`config.mk`:
```
export PLATFORM = sky130hd
export DESIGN_NAME = rm14_decode_ctrl
export DESIGN_NICKNAME = d
export VERILOG_FILES = /design/src/rtl/rm14_pkg.sv /design/src/rtl/rm14_syndrome.sv /design/src/rtl/rm14_decode_ctrl.sv
export SDC_FILE = /design/constraint.sdc
export NUM_CORES = 1
export LEC_CHECK = 0
export BUFFER_PORTS_ARGS = -buffer_cell sky130_fd_sc_hd__buf_2
export CORE_ASPECT_RATIO = 1.4
export CORE_UTILIZATION = 45
export DETAILED_ROUTE_END_ITERATION = 7
export PLACE_DENSITY = 0.78
export SETUP_SLACK_MARGIN = 0.2
export SYNTH_ARGS = -nofsm -noshare
export SYNTH_HDL_FRONTEND = slang
export SYNTH_SLANG_ARGS = --single-unit
```
`constraint.sdc`:
```
create_clock -name clk -period 2.6 [get_ports clk]
set_input_delay 0.13 -clock clk [delete_from_list [all_inputs] [get_ports clk]]
set_output_delay 0.13 -clock clk [all_outputs]
set_load 0.1 [all_outputs]
```
`src/rtl/rm14_pkg.sv`:
```
// ---------------------------------------------------------------------------
// rm14_pkg
// Shared widths, FSM state encoding and a small helper for the RM(1,4)
// error-book decode controller.
// Contents:
//   CW_W / MSG_W / SYN_W  codeword, message and syndrome widths (16, 5, 11)
//   STAT_W                statistics counter width
//   state_e               controller FSM states IDLE, SEARCH, DONE
//   sat_inc()             saturating +1 for the statistics counters
// ---------------------------------------------------------------------------
package rm14_pkg;

  localparam int CW_W   = 16;
  localparam int MSG_W  = 5;
  localparam int SYN_W  = 11;
  localparam int STAT_W = 16;

  typedef enum logic [1:0] {
    IDLE   = 2'd0,
    SEARCH = 2'd1,
    DONE   = 2'd2
  } state_e;

  // Counters stick at all-ones instead of wrapping back to zero.
  function automatic logic [STAT_W-1:0] sat_inc(input logic [STAT_W-1:0] v);
    return (v == {STAT_W{1'b1}}) ? v : v + STAT_W'(1);
  endfunction

endpackage

```
`src/rtl/rm14_syndrome.sv`:
```
// ---------------------------------------------------------------------------
// rm14_syndrome
// Combinational 16-to-11 syndrome of a received RM(1,4) word.
// Ports:
//   word_i  [16] received word, bit 15 = codeword bit b0 ... bit 0 = b15
//   syn_o   [11] syndrome s0..s10, s0 in bit 10
// ---------------------------------------------------------------------------
module rm14_syndrome
  import rm14_pkg::*;
(
  input  logic [CW_W-1:0]  word_i,
  output logic [SYN_W-1:0] syn_o
);

  // b[i] is codeword bit bi; the port carries b0 in its MSB.
  logic [CW_W-1:0] b;

  always_comb begin
    for (int i = 0; i < CW_W; i++) begin
      b[i] = word_i[CW_W-1-i];
    end
  end

  // Each check covers one parity bit (b5..b15) plus its message-bit subset.
  assign syn_o = {
    b[0] ^ b[1] ^ b[2] ^ b[5],                 // s0
    b[0] ^ b[1] ^ b[3] ^ b[6],                 // s1
    b[0] ^ b[1] ^ b[4] ^ b[7],                 // s2
    b[0] ^ b[2] ^ b[3] ^ b[8],                 // s3
    b[0] ^ b[2] ^ b[4] ^ b[9],                 // s4
    b[0] ^ b[3] ^ b[4] ^ b[10],                // s5
    b[1] ^ b[2] ^ b[3] ^ b[11],                // s6
    b[1] ^ b[2] ^ b[4] ^ b[12],                // s7
    b[1] ^ b[3] ^ b[4] ^ b[13],                // s8
    b[2] ^ b[3] ^ b[4] ^ b[14],                // s9
    b[0] ^ b[1] ^ b[2] ^ b[3] ^ b[4] ^ b[15]   // s10
  };

endmodule

```
`src/rtl/rm14_decode_ctrl.sv`:
```
// ---------------------------------------------------------------------------
// rm14_decode_ctrl
// Error-book decode controller for a 16-bit RM(1,4) word. A received word is
// registered, its syndrome is computed, and on a nonzero syndrome the external
// error book is scanned linearly (one entry per cycle, 1-cycle read latency)
// until the first stored syndrome that matches. The matching error pattern is
// XORed onto the message bits.
//
// Optional feature (macro RM14_STATS_EN): decoded / corrected / uncorrectable
// result counters, saturating, cleared by stat_clr. Without the macro the
// stat_* outputs are tied to zero and stat_clr is ignored.
//
// Parameters: TABLE_DEPTH entries searched, ADDR_W error-book address width.
// Ports:
//   clk, rst_n                 clock, asynchronous active-low reset
//   in_valid / in_ready / r_in received-word handshake (ready only in IDLE)
//   rom_en / rom_addr          error-book read strobe and index
//   rom_eb / rom_e             stored syndrome / error pattern, 1 cycle later
//   out_valid / out_ready      result handshake
//   message, syndrome          corrected b0..b4 (b0 in bit 4), s0..s10
//   err_found, uncorrectable   match found / nonzero syndrome without match
//   stat_clr, stat_words, stat_corr, stat_fail  statistics
// ---------------------------------------------------------------------------
module rm14_decode_ctrl
  import rm14_pkg::*;
#(
  parameter int TABLE_DEPTH = 697,
  parameter int ADDR_W      = 10
) (
  input  logic              clk,
  input  logic              rst_n,
  input  logic              in_valid,
  output logic              in_ready,
  input  logic [CW_W-1:0]   r_in,
  output logic              rom_en,
  output logic [ADDR_W-1:0] rom_addr,
  input  logic [SYN_W-1:0]  rom_eb,
  input  logic [CW_W-1:0]   rom_e,
  output logic              out_valid,
  input  logic              out_ready,
  output logic [MSG_W-1:0]  message,
  output logic [SYN_W-1:0]  syndrome,
  output logic              err_found,
  output logic              uncorrectable,
  input  logic              stat_clr,
  output logic [STAT_W-1:0] stat_words,
  output logic [STAT_W-1:0] stat_corr,
  output logic [STAT_W-1:0] stat_fail
);

  localparam logic [ADDR_W-1:0] LAST_ADDR = ADDR_W'(TABLE_DEPTH - 1);

  state_e             state_q, state_d;
  logic [CW_W-1:0]    word_q, word_d;
  // Only the message part of the error pattern can reach an output.
  logic [MSG_W-1:0]   err_msg_q, err_msg_d;
  logic [ADDR_W-1:0]  addr_q, addr_d;
  logic               issue_done_q, issue_done_d;  // last address issued
  logic               rd_valid_q, rd_valid_d;      // rom_eb/rom_e valid now
  logic               rd_last_q, rd_last_d;        // ... and it is the last entry
  logic               found_q, found_d;
  logic               unc_q, unc_d;

  logic [SYN_W-1:0]   syn;
  logic               match;
  logic               unused_rom_e_lo;

  rm14_syndrome u_syndrome (
    .word_i (word_q),
    .syn_o  (syn)
  );

  assign match           = rd_valid_q && (rom_eb == syn);
  assign unused_rom_e_lo = ^rom_e[CW_W-MSG_W-1:0];

  always_comb begin
    // NOTE: every signal gets a default before the case so no path leaves it
    // unassigned; otherwise synthesis would infer a latch to hold the value.
    state_d      = state_q;
    word_d       = word_q;
    err_msg_d    = err_msg_q;
    addr_d       = addr_q;
    issue_done_d = issue_done_q;
    rd_valid_d   = 1'b0;
    rd_last_d    = 1'b0;
    found_d      = found_q;
    unc_d        = unc_q;
    in_ready     = 1'b0;
    out_valid    = 1'b0;
    rom_en       = 1'b0;

    unique case (state_q)
      IDLE: begin
        in_ready = 1'b1;
        if (in_valid) begin
          word_d       = r_in;
          err_msg_d    = '0;
          addr_d       = '0;
          issue_done_d = 1'b0;
          found_d      = 1'b0;
          unc_d        = 1'b0;
          state_d      = SEARCH;
        end
      end

      SEARCH: begin
        if (syn == '0) begin
          // Clean word: no error-book traffic, pattern stays zero.
          state_d = DONE;
        end else begin
          if (!issue_done_q) begin
            rom_en     = 1'b1;
            rd_valid_d = 1'b1;
            rd_last_d  = (addr_q == LAST_ADDR);
            if (addr_q == LAST_ADDR) issue_done_d = 1'b1;
            else                     addr_d       = addr_q + ADDR_W'(1);
          end
          // A read issued in the same cycle as the match is simply dropped.
          if (match) begin
            err_msg_d = rom_e[CW_W-1 -: MSG_W];
            found_d   = 1'b1;
            state_d   = DONE;
          end else if (rd_valid_q && rd_last_q) begin
            unc_d   = 1'b1;
            state_d = DONE;
          end
        end
      end

      DONE: begin
        out_valid = 1'b1;
        if (out_ready) state_d = IDLE;
      end

      default: state_d = IDLE;
    endcase
  end

  always_ff @(posedge clk or negedge rst_n) begin
    if (!rst_n) begin
      state_q      <= IDLE;
      word_q       <= '0;
      err_msg_q    <= '0;
      addr_q       <= '0;
      issue_done_q <= 1'b0;
      rd_valid_q   <= 1'b0;
      rd_last_q    <= 1'b0;
      found_q      <= 1'b0;
      unc_q        <= 1'b0;
    end else begin
      // NOTE: non-blocking assignments so every register samples the values
      // from before this edge, independent of statement order.
      state_q      <= state_d;
      word_q       <= word_d;
      err_msg_q    <= err_msg_d;
      addr_q       <= addr_d;
      issue_done_q <= issue_done_d;
      rd_valid_q   <= rd_valid_d;
      rd_last_q    <= rd_last_d;
      found_q      <= found_d;
      unc_q        <= unc_d;
    end
  end

  assign rom_addr      = addr_q;
  assign message       = word_q[CW_W-1 -: MSG_W] ^ err_msg_q;
  assign syndrome      = syn;
  assign err_found     = found_q;
  assign uncorrectable = unc_q;

`ifdef RM14_STATS_EN
  logic              result_hs;
  logic [STAT_W-1:0] words_q, corr_q, fail_q;

  assign result_hs = out_valid && out_ready;

  // Clear wins over an increment landing in the same cycle.
  always_ff @(posedge clk or negedge rst_n) begin
    if (!rst_n) begin
      words_q <= '0;
      corr_q  <= '0;
      fail_q  <= '0;
    end else if (stat_clr) begin
      words_q <= '0;
      corr_q  <= '0;
      fail_q  <= '0;
    end else if (result_hs) begin
      words_q <= sat_inc(words_q);
      if (found_q) corr_q <= sat_inc(corr_q);
      if (unc_q)   fail_q <= sat_inc(fail_q);
    end
  end

  assign stat_words = words_q;
  assign stat_corr  = corr_q;
  assign stat_fail  = fail_q;
`else
  logic unused_stat_clr;

  assign unused_stat_clr = stat_clr;
  assign stat_words      = '0;
  assign stat_corr       = '0;
  assign stat_fail       = '0;
`endif

endmodule

```
==> results.tsv <==
metric	value	unit
synthesis-to-finish area growth	35.09	%
initial drt markers	31	
most frequent cells in the layout	buf_2, nand2_1, conb_1	
RSZ-0062 raised after global routing	yes	
Initial DRT Pass Iterations	4	
Hold Fails Final Rpt	0	
most common cell after layout, fill and taps aside	buf_2	
crit-path leading delay family	compound AO/OA/AOI/OAI gates	
CP max FO	7	
Synth Instances	283	
cts bufs inserted	5	
Post-Syn Area	0.002610	mm2
fill count	454	
top_reg_cell synth	dfrtp_1	
fin nets	419	
final setup TNS	0	ps
Worst Path Buf+Inv	3	
Final Cell Area	0.003526	mm2
final setup violation count	0	
Critical Path RT	2780	ps
syn avg cell area	9.223	um2
vias in the first global route	1927	
critical path arrival	2750	ps
Final WS setup	30.84	ps
first-pass GRT wire length	8.728	mm
clk_lat worst skew	290	ps
Rows	32	
clk buf depth	2	
FFs w/ async S/R, synth	100.0	%
final max-slew violation count	0	
number of synthesized flops with an enable pin	0	
I/O Buffers	66	
critical path launch point type	flip-flop	
DRT antenna net count	0	
Final Cycle Share	98.81	%
GPL Wtd Cong	0.7646	
Core Area	0.005565	mm2
initial antenna violation count	0	
clock-pin slew on the worst setup and hold paths	70	ps
yosys warns	0	
Slew headroom	44.96	%
footprint of the multi-input gates	0.001744	mm2
min Tclk post-route	2569	ps
final wirelength	5.646	mm
Starting Density	46.90	%
die width	66.37	um
Root Buffer	clkbuf_8	
gr usage total	19.40	%
status	finished clean	
Die Height	92.11	um
CTS tree	done	
DR vias/cell	4.747	
Seq/Total Area, Yosys	36.43	%
total gr overflow	0	
DP Wirelength	4.264	mm
Hold/Removal Path Class	in -> reg	
critical setup path kind	reg -> reg	
worst slack, placed	-42.14	ps
DRC viols	0	
worst path cell trace	buf_6 > xnor2_4 > xor2_2 > xnor2_4 > nor4_4 > buf_4 > buf_6 > a2111oi_4 > a31oi_1 > a41o_1	
max frequency	0.3892	GHz
Worst Tran Pin Value	825.7	ps
Num Clock Sinks	38	
Worst Setup End Kind	flip-flop	
total vias in the final route	2079	
skew final	3.792	ps
flops & latches, synth	38	
Top Ports	127	
number of antenna cells inserted	0	
die area	0.006113	mm2
CP max stage delay	480	ps
area post-placement	0.003149	mm2
CTS H-tree lvls	2	
Sequential cell area	955.9	um2
Routed wire per std cell	12.89	um
layout cell share with drive strength beyond 1	37.84	%
synth unique cells	44	
largest net degree at the start of global routing	39	
Worst path slowest cell	dfrtp_2	
Max-Cap Viols	0	
final timing paths:
check                                        from                 endpoint  slack, ps  cells after the start
hold reg to reg             err_found$_DFFE_PN0P_    err_found$_DFFE_PN0P_        490                      2
setup reg to reg           word_q[14]$_DFFE_PN0P_  rom_addr[6]$_DFFE_PN0P_         30                     10
hold / removal                            r_in[2]    word_q[2]$_DFFE_PN0P_         30                      3
min in group asynchronous                   rst_n    word_q[3]$_DFFE_PN0P_        470                      2
max in group asynchronous                   rst_n   word_q[14]$_DFFE_PN0P_       1560                      2
setup / recovery           word_q[14]$_DFFE_PN0P_  rom_addr[6]$_DFFE_PN0P_         30                     10
sequential cells by signal (all words and copies together) (netlist names):
register / count
issue_done_q: 1
word_q: 16
rd_last_q: 1
state_q: 2
rd_valid_q: 1
err_msg_q: 5
uncorrectable: 1
rom_addr: 10
err_found: 1
per-layer routing:
layer  track usage [%]  routed length (um)  up-vias
met5                 0                   0        -
met4             7.092                  98        0
met3             2.861                 292        8
met2             35.54                3161       91
met1             22.04                2094      984
li1                  -                   -      996
worst min-delay path: cells and delay by family:
family / cells / cell delay (ps)
simple gates: 2 / 80
buf+inv: 1 / 70
what timing repair did:
action / 4_1_cts / 5_1_grt
hold buffers: 1 / 0
setup buffers: 5 / 5
gates resized for setup: 16 / 11
hold endpoints to repair: 38 / 0
pin swaps: 4 / 15
endpoints found under the setup margin: 23 / 19
metrics by stage:
stage | hold WS [ps] | cells | util, %
floorplan | -165.6 | 330 | -
global placement | 278.3 | 419 | 56.59
detailed placement | 277.5 | 419 | 56.59
CTS | 21.23 | 433 | 61.53
global route | 36.76 | 438 | 63.35
finish | 29.01 | 438 | 63.35
cell families after synthesis:
logic type      synth area share [%]
buf+inv                        17.07
flops                          36.43
mux                            2.685
fa+ha+maj                     0.9586
other cells                   0.1437
compound gates                 6.232
simple gates                   20.47
xor+xnor                       16.01
cell type report:
cell class	instances	area share (%)
multi-input cells	226	49.47
flip-flops and latches	38	27.11
repair buffers	90	15.90
well taps	68	2.413
clock buffers	6	2.342
clock inverters	2	1.703
inverters	8	1.065
synth_stat cells (3+ instances only):
cell type	instances	share of area (%)
xnor2_2	3	1.9
nor2_1	4	0.58
nand3_1	7	1.3
nand4_1	7	1.7
buf_4	50	14
and3_1	7	1.7
inv_1	7	1.0
clkbuf_1	4	0.58
mux2i_1	7	2.7
xor2_1	17	5.7
nand2b_1	3	0.72
nand2_1	64	9.2
xnor2_1	22	7.4
dfrtp_1	38	36
a31o_1	6	2.0
Power is not shown: default switching activity piles up to over one toggle a cycle in this logic, so the estimate is an artifact.
